[config.mk]
export PLATFORM = sky130hd
export DESIGN_NAME = instr_fetch_issue
export DESIGN_NICKNAME = d
export VERILOG_FILES = /design/src/rtl/instr_fetch_issue.sv
export SDC_FILE = /design/constraint.sdc
export NUM_CORES = 1
export LEC_CHECK = 0
export ABC_AREA = 1
export CAP_MARGIN = 20
export CORE_MARGIN = 1.5
export CORE_UTILIZATION = 40
export DETAILED_ROUTE_END_ITERATION = 16
export HOLD_SLACK_MARGIN = 0.15
export MAX_ROUTING_LAYER = met4
export PLACE_DENSITY_LB_ADDON = 0.25
export SYNTH_ARGS = -nofsm -noshare
export SYNTH_HDL_FRONTEND = slang
export SYNTH_SLANG_ARGS = --single-unit
[constraint.sdc]
create_clock -name clk -period 2.54 [get_ports clk]
set_clock_uncertainty 0.1 [all_clocks]
set_input_delay 0.635 -clock clk [delete_from_list [all_inputs] [get_ports clk]]
set_output_delay 0.635 -clock clk [all_outputs]
set_load 0.05 [all_outputs]
[src/rtl/instr_fetch_issue.sv]
// Fetch/issue stage: fetches a word over req/ack, holds it in IR for one DECODE window, then steps the PC.
// Latency: 1 FETCH cycle (immediate ack) + 1 DECODE cycle per instruction; stall holds DECODE and no request is issued.
module instr_fetch_issue #(
  parameter logic [31:0] RESET_PC    = 32'h0000_0000,
  parameter logic [5:0]  HALT_OP     = 6'b111111,
  parameter int          ACK_TIMEOUT = 16
) (
  input  logic        clk,
  input  logic        rst_n,
  output logic [31:0] imem_addr_o,
  output logic        imem_req_o,
  input  logic        imem_ack_i,
  input  logic [31:0] imem_rdata_i,
  input  logic [1:0]  pc_sel_i,
  input  logic        br_taken_i,
  input  logic [31:0] br_target_i,
  input  logic [31:0] reg_target_i,
  input  logic        stall_i,
  output logic [5:0]  opcode_o,
  output logic [5:0]  function_val_o,
  output logic [4:0]  rs_o,
  output logic [4:0]  rt_o,
  output logic [4:0]  rd_o,
  output logic [4:0]  shamt_o,
  output logic [15:0] imm_o,
  output logic [25:0] jidx_o,
  output logic        instr_valid_o,
  output logic [31:0] pc_o,
  output logic [31:0] pc_plus4_o,
  output logic        halted_o,
  output logic        fetch_err_o
);

  localparam int TW = (ACK_TIMEOUT > 1) ? $clog2(ACK_TIMEOUT) : 1;
  localparam logic [TW-1:0] TO_LAST = TW'(ACK_TIMEOUT - 1);

  typedef enum logic [1:0] {S_IDLE, S_FETCH, S_DECODE, S_HALT} state_t;

  state_t          state_q, state_d;
  logic [31:0]     pc_q, pc_d;
  logic [31:0]     ir_q, ir_d;
  logic [TW-1:0]   to_cnt_q, to_cnt_d;
  logic            err_q, err_d;
  logic [31:0]     pc_plus4;
  logic [31:0]     next_pc;

  assign pc_plus4 = pc_q + 32'd4;

  always_comb begin
    next_pc = pc_plus4;
    unique case (pc_sel_i)
      2'b00: next_pc = pc_plus4;
      2'b01: next_pc = br_taken_i ? br_target_i : pc_plus4;
      2'b10: next_pc = {pc_plus4[31:28], ir_q[25:0], 2'b00};
      2'b11: next_pc = reg_target_i;
      default: next_pc = pc_plus4;
    endcase
  end

  always_comb begin
    state_d  = state_q;
    pc_d     = pc_q;
    ir_d     = ir_q;
    to_cnt_d = to_cnt_q;
    err_d    = err_q;
    unique case (state_q)
      S_IDLE: state_d = S_FETCH;
      S_FETCH: begin
        if (imem_ack_i) begin
          ir_d     = imem_rdata_i;
          to_cnt_d = '0;
          state_d  = S_DECODE;
        end else if (to_cnt_q == TO_LAST) begin
          err_d   = 1'b1;
          state_d = S_HALT;
        end else begin
          to_cnt_d = to_cnt_q + TW'(1);
        end
      end
      S_DECODE: begin
        // PC only advances on the DECODE exit edge, and not for a halt opcode
        if (!stall_i) begin
          if (ir_q[31:26] == HALT_OP) begin
            state_d = S_HALT;
          end else begin
            pc_d    = next_pc;
            state_d = S_FETCH;
          end
        end
      end
      S_HALT: state_d = S_HALT;
      default: state_d = S_IDLE;
    endcase
  end

  always_ff @(posedge clk or negedge rst_n) begin
    if (!rst_n) begin
      state_q  <= S_IDLE;
      pc_q     <= RESET_PC;
      ir_q     <= '0;
      to_cnt_q <= '0;
      err_q    <= 1'b0;
    end else begin
      state_q  <= state_d;
      pc_q     <= pc_d;
      ir_q     <= ir_d;
      to_cnt_q <= to_cnt_d;
      err_q    <= err_d;
    end
  end

  assign imem_addr_o    = pc_q;
  assign imem_req_o     = (state_q == S_FETCH);
  assign instr_valid_o  = (state_q == S_DECODE);
  assign halted_o       = (state_q == S_HALT);
  assign fetch_err_o    = err_q;
  assign pc_o           = pc_q;
  assign pc_plus4_o     = pc_plus4;
  assign opcode_o       = ir_q[31:26];
  assign function_val_o = ir_q[5:0];
  assign rs_o           = ir_q[25:21];
  assign rt_o           = ir_q[20:16];
  assign rd_o           = ir_q[15:11];
  assign shamt_o        = ir_q[10:6];
  assign imm_o          = ir_q[15:0];
  assign jidx_o         = ir_q[25:0];

endmodule
==> results.cfg, run 1 <==
[timing]
fmaxAchievable_mhz = 388
min_period_ps = 2580
fin_ws_ps = -38.1
rsz0062_at_grt = true
final-max-slew-violation-count = 0
finalCritPeriodShare_pct = 101
hold_viol_final = 0
tightestPinTransition_ps = 574
setup_viol = 2
maxSlewHeadroom_pct = 61.6

[drt]
drc_errors = 0
num_vias = 5687
postRouteAntennaNets = 0
routed_wl_mm = 18.4
wl_per_cell_um = 15.8
drt_iter0_drc = 312
drtPass1Iterations = 5
via_per_inst = 4.89

[grt]
grt_pass1_wl_mm = 27.2
grt_max_degree = 41
grt_overflow = 0
antenna_found_initial = 0
grt_pass1_vias = 5268
grtUsageTotal_pct = 27.7

[finish]
layout.nets = 1094
postLayoutCoreUtil_pct = 71.4
diodes = 0
final_common_cell = nand2_1
layout-drive-gt1-share_pct = 19.4
syn_to_final_growth_pct = 72.8
final_cell_mix = nand2_1 (245), clkdlybuf4s50_1 (243), nor2_1 (86), buf_4 (53), dfrtp_1 (49)

[floorplan]
core.rowCount = 40
dieHeight_um = 115
die_area_mm2 = 0.0132
ios = 277
core_mm2 = 0.0121
initial_core_util_pct = 41.3
die_x_um = 115

[synthesis]
synth.avg_cell_area_um2 = 6.68
synth_fp_nets = 854
seq_area_frac_synth_pct = 35.5
synth_top_area_share_pct = 35.5
synth_top_area_cell = dfrtp_1
syn-instance-count = 749
syn_area_mm2 = 0.00500
netlist_top_cells_area = dfrtp_1 (36%), nand2_1 (20%), buf_4 (12%)
synth_edf_count = 0
synth_ff_type = dfrtp_1
yosys_register_bits = 71
synth.distinct_cells = 32
postSynth.asyncResetShare_pct = 100
synth_warnings = 0

[setup_path]
cp-end-kind = output pin
crit_fanout = 8
crit_type = reg -> out
arrival_ps = 1840
r2r_start = state_q[0]
crit_family = simple AND/OR/NAND/NOR gates
cp.required_ps = 1800
crit_slowest_cell = dfrtp_2
r2r_setup_slack_ps = 680
critPathLaunchType = flip-flop
slowest_delay_ps = 490
startpoint = imem_addr_o[4]
cp_cell_sequence = nand3_2 -> nor2_4 -> nand3_1 -> o21bai_1 -> and2_4 -> buf_12
critPathBufInv = 1

[clocking]
clk_pin_slew_worst_paths_ps = 60
root_buffer = clkbuf_16
clock_path_buffers = 2
clk_latency_ps = 330
cts_sinks = 71
h-tree-depth = 3
cts_tree = built
cts-hold-fix-buffers = 0
cts_buffers = 9

[placement]
dp_hpwl_mm = 14.2
portBuffers = 276
gp_congestion = 0.902

[run_status]
violations = setup timing
outcome = finished with violations

[worst_hold_path]
hold_path.class = in -> async

[flow_run]
maxCapViolCount = 0
[worst paths after layout]
check | cells past startpoint | end
max in group asynchronous | 2 | imem_addr_o[27]
min reg2reg | 1 | fetch_err_o
min | 1 | imem_addr_o[25]
min in group clk | 1 | fetch_err_o
max reg2reg | 7 | imem_addr_o[10]
max | 6 | pc_plus4_o[23]
[Yosys cell counts, drive strengths merged (3+ instances only)]
master and n:
a21oi 38, xnor2 3, xor2 10, nand3 34
nor3 3, and2 9, dfrtp 71, nor2 114
clkbuf 5, buf 93, nand4 3, o211ai 6
nand2 266, a22o 5, inv 47, o21ai 25
a22oi 3
[metal layers]
layer  part of all wire, %  global-route usage, %  wire, um
met1                    41                   35.4      7580
met3                   7.2                   4.74      1320
met2                    49                   44.7      8990
met4                   2.8                   9.88       511
met5                     0                      -         0
[stage by stage]
step                worst slack, ps  cell area, um2  TNS [ps]  cells  hold slack, ps
finish                        -38.1            8640     -39.6   1162             152
global route                  -73.6            8640      -422   1162             180
CTS                           -32.0            8340      -116   1144             161
detailed placement             93.4            7900         0   1122             377
global placement                125            7900         0   1122             391
floorplan                      -146            5140      -366    749             239
[worst register-to-register path, cell delays in order, from the launching register on]
cell and delay, ps:
dfrtp_1 390, inv_1 70, nand2_1 80, inv_1 110, nand3_1 210, buf_4 280, nor3b_1 350, a21oi_1 130
[cells by family (layout without fill, tap and decap cells)]
kind of cell    count (synthesis)  in the layout  synth area share (%)
xor+xnor                       13             13                  2.28
simple gates                  434            434                  34.9
fa+ha+maj                       2              2                 0.500
buf+inv                       145            390                  17.2
compound gates                 84             84                  9.53
flops                          71             71                  35.5
[what timing repair did]
| item | 4_1_cts | 5_1_grt |
|---|---|---|
| buffers inserted | 6 | 18 |
| pin swaps | 2 | 15 |
| resized for setup | 24 | 52 |
| endpoints found under the setup margin | 19 | 21 |
[cell type report]
cell class / count / area [um2]
clock inverters: 3 / 65.1
repair buffers: 327 / 3430
fillers: 980 / 3470
well taps: 168 / 210
clock buffers: 13 / 260
multi-input cells: 533 / 2690
inverters: 47 / 183
flip-flops and latches: 71 / 1800
[flip-flops by register name, summed over array words and instances, names as in the netlist]
register     cells
ir_q            32
imem_addr_o     32
state_q          2
fetch_err_o      1
to_cnt_q         4
Power of run 1 is left out: the tool's default activity adds up to more than one toggle a clock period on the data nets, which glitch-free logic cannot reach.
==> run 2, diff against run 1 <==
--- a/config.mk
+++ b/config.mk
@@ -13,6 +13,7 @@
 export HOLD_SLACK_MARGIN = 0.15
 export MAX_ROUTING_LAYER = met4
 export PLACE_DENSITY_LB_ADDON = 0.25
+export RECOVER_POWER = 100
 export SYNTH_ARGS = -nofsm -noshare
 export SYNTH_HDL_FRONTEND = slang
 export SYNTH_SLANG_ARGS = --single-unit
==> run 2 against run 1 <==
Effect of this change: the run ends with capacitance limit, slew limit, setup timing left; worst setup slack better by 13 ps; utilization down 0.39 points; non-clock buffer count unchanged; critical path type unchanged; highest routed layer unchanged.
==> results.cfg, run 2 (synthesis results as in run 1) <==
[setup_path]
startpoint = imem_addr_o[4]
arrival_ps = 1830
cp-end-kind = output pin
cp.required_ps = 1800
crit_fanout = 8
critPathLaunchType = flip-flop
r2r_start = state_q[1]
crit_type = reg -> out

[run_status]
outcome = finished with violations
violations = capacitance limit, slew limit, setup timing

[timing]
min_period_ps = 2570
finalCritPeriodShare_pct = 101
whs_ps = 405
hold_viol_final = 0
fmaxAchievable_mhz = 390
rsz0062_at_grt = true
setup_viol = 1
maxSlewHeadroom_pct = -26.6
fin_ws_ps = -25.3
tightestPinTransition_ps = 1900
final-max-slew-violation-count = 32

[finish]
syn_to_final_growth_pct = 71.8
postLayoutCoreUtil_pct = 71.0
final_cell_mix = nand2_1 (246), clkdlybuf4s50_1 (241), nor2_1 (87), dfrtp_1 (49), inv_1 (45)
final_common_cell = nand2_1
layout-drive-gt1-share_pct = 18.5
fillers = 995
layout.nets = 1094

[clocking]
clk_pin_slew_worst_paths_ps = 60
cts_sinks = 71
root_buffer = clkbuf_16
cts_buffers = 9
cts-hold-fix-buffers = 0
h-tree-depth = 3
cts_tree = built
clock_path_buffers = 2
clk_latency_ps = 330

[grt]
antenna_found_initial = 1
grt_pass1_vias = 5268
grt_max_degree = 41
grt_pass1_wl_mm = 27.2
grtUsageTotal_pct = 27.7
grt_overflow = 0

[floorplan]
core_mm2 = 0.0121
ios = 277
dieHeight_um = 115
die_x_um = 115
initial_core_util_pct = 41.3
core.rowCount = 40
die_area_mm2 = 0.0132

[drt]
num_vias = 5666
wl_per_cell_um = 15.8
via_per_inst = 4.87
drc_errors = 0
drtPass1Iterations = 5
drt_iter0_drc = 291
postRouteAntennaNets = 0
routed_wl_mm = 18.4

[worst_hold_path]
hold_path.class = reg -> reg
hold_path_startpoint = fetch_err_o

[placement]
gp_congestion = 0.902
dp_hpwl_mm = 14.2
portBuffers = 276

[flow_run]
maxCapViolCount = 1
==> run 2: worst max-delay path: stages, from the launching register on <==
cell,delay (ps)
dfrtp_2,490
nand3_2,180
nor2_4,160
nand3_1,120
o21bai_1,220
and2_4,200
buf_12,130
==> run 2: repair_timing <==
item                                    in CTS  in global routing
endpoints found under the setup margin      19                 21
pin swaps                                    2                 15
buffers inserted                             6                 18
gates resized for setup                     24                 52
==> run 2: worst paths after layout <==
path,end,slack [ps],cells after the start
setup / recovery,pc_plus4_o[23],-30,6
hold / removal,fetch_err_o,400,1
setup reg to reg,ir_q[16],520,6
hold reg to reg,fetch_err_o,400,1
max in group asynchronous,imem_addr_o[12],380,1
min in group asynchronous,imem_addr_o[25],720,1
==> run 2: final cells by class <==
cell class	count	area, um2	share of cell area [%]
clock buffers	13	260	3.03
inverters	47	183	2.13
clock inverters	3	65.1	0.757
flip-flops and latches	71	1800	21.0
repair buffers	327	3380	39.4
multi-input cells	533	2690	31.3
well taps	168	210	2.45
diodes	1	2.50	0.0291
==> run 2: per-stage QoR <==
step	setup TNS (ps)	worst slack, ps	cell area, um2	instances
5_1_grt	-422	-73.6	8600	1163
3_5_place_dp	0	93.4	7900	1122
3_3_place_gp	0	125	7900	1122
4_1_cts	-116	-32.0	8340	1144
2_1_floorplan	-366	-146	5140	749
6_report	-25.3	-25.3	8600	1163
==> run 2: per-layer routing <==
| layer | vias up | part of all wire (%) | GRT usage, % |
|---|---|---|---|
| met5 | - | 0 | - |
| met4 | 0 | 2.7 | 9.88 |
| met3 | 34 | 7.0 | 4.74 |
| met2 | 267 | 49 | 44.7 |
| met1 | 2611 | 41 | 35.4 |
| li1 | 2754 | - | - |
Power of run 2 is left out for the same reason.
==> run 3, diff against run 2 <==
--- a/config.mk
+++ b/config.mk
@@ -6,9 +6,11 @@
 export NUM_CORES = 1
 export LEC_CHECK = 0
 export ABC_AREA = 1
+export ABC_CLOCK_PERIOD_IN_PS = 2540
 export CAP_MARGIN = 20
 export CORE_MARGIN = 1.5
 export CORE_UTILIZATION = 40
+export CTS_CLUSTER_SIZE = 40
 export DETAILED_ROUTE_END_ITERATION = 16
 export HOLD_SLACK_MARGIN = 0.15
 export MAX_ROUTING_LAYER = met4
==> results of run 3 <==
The final DEF is identical to that of run 2; final timing and power are the same.
Power of run 3 is left out for the same reason.
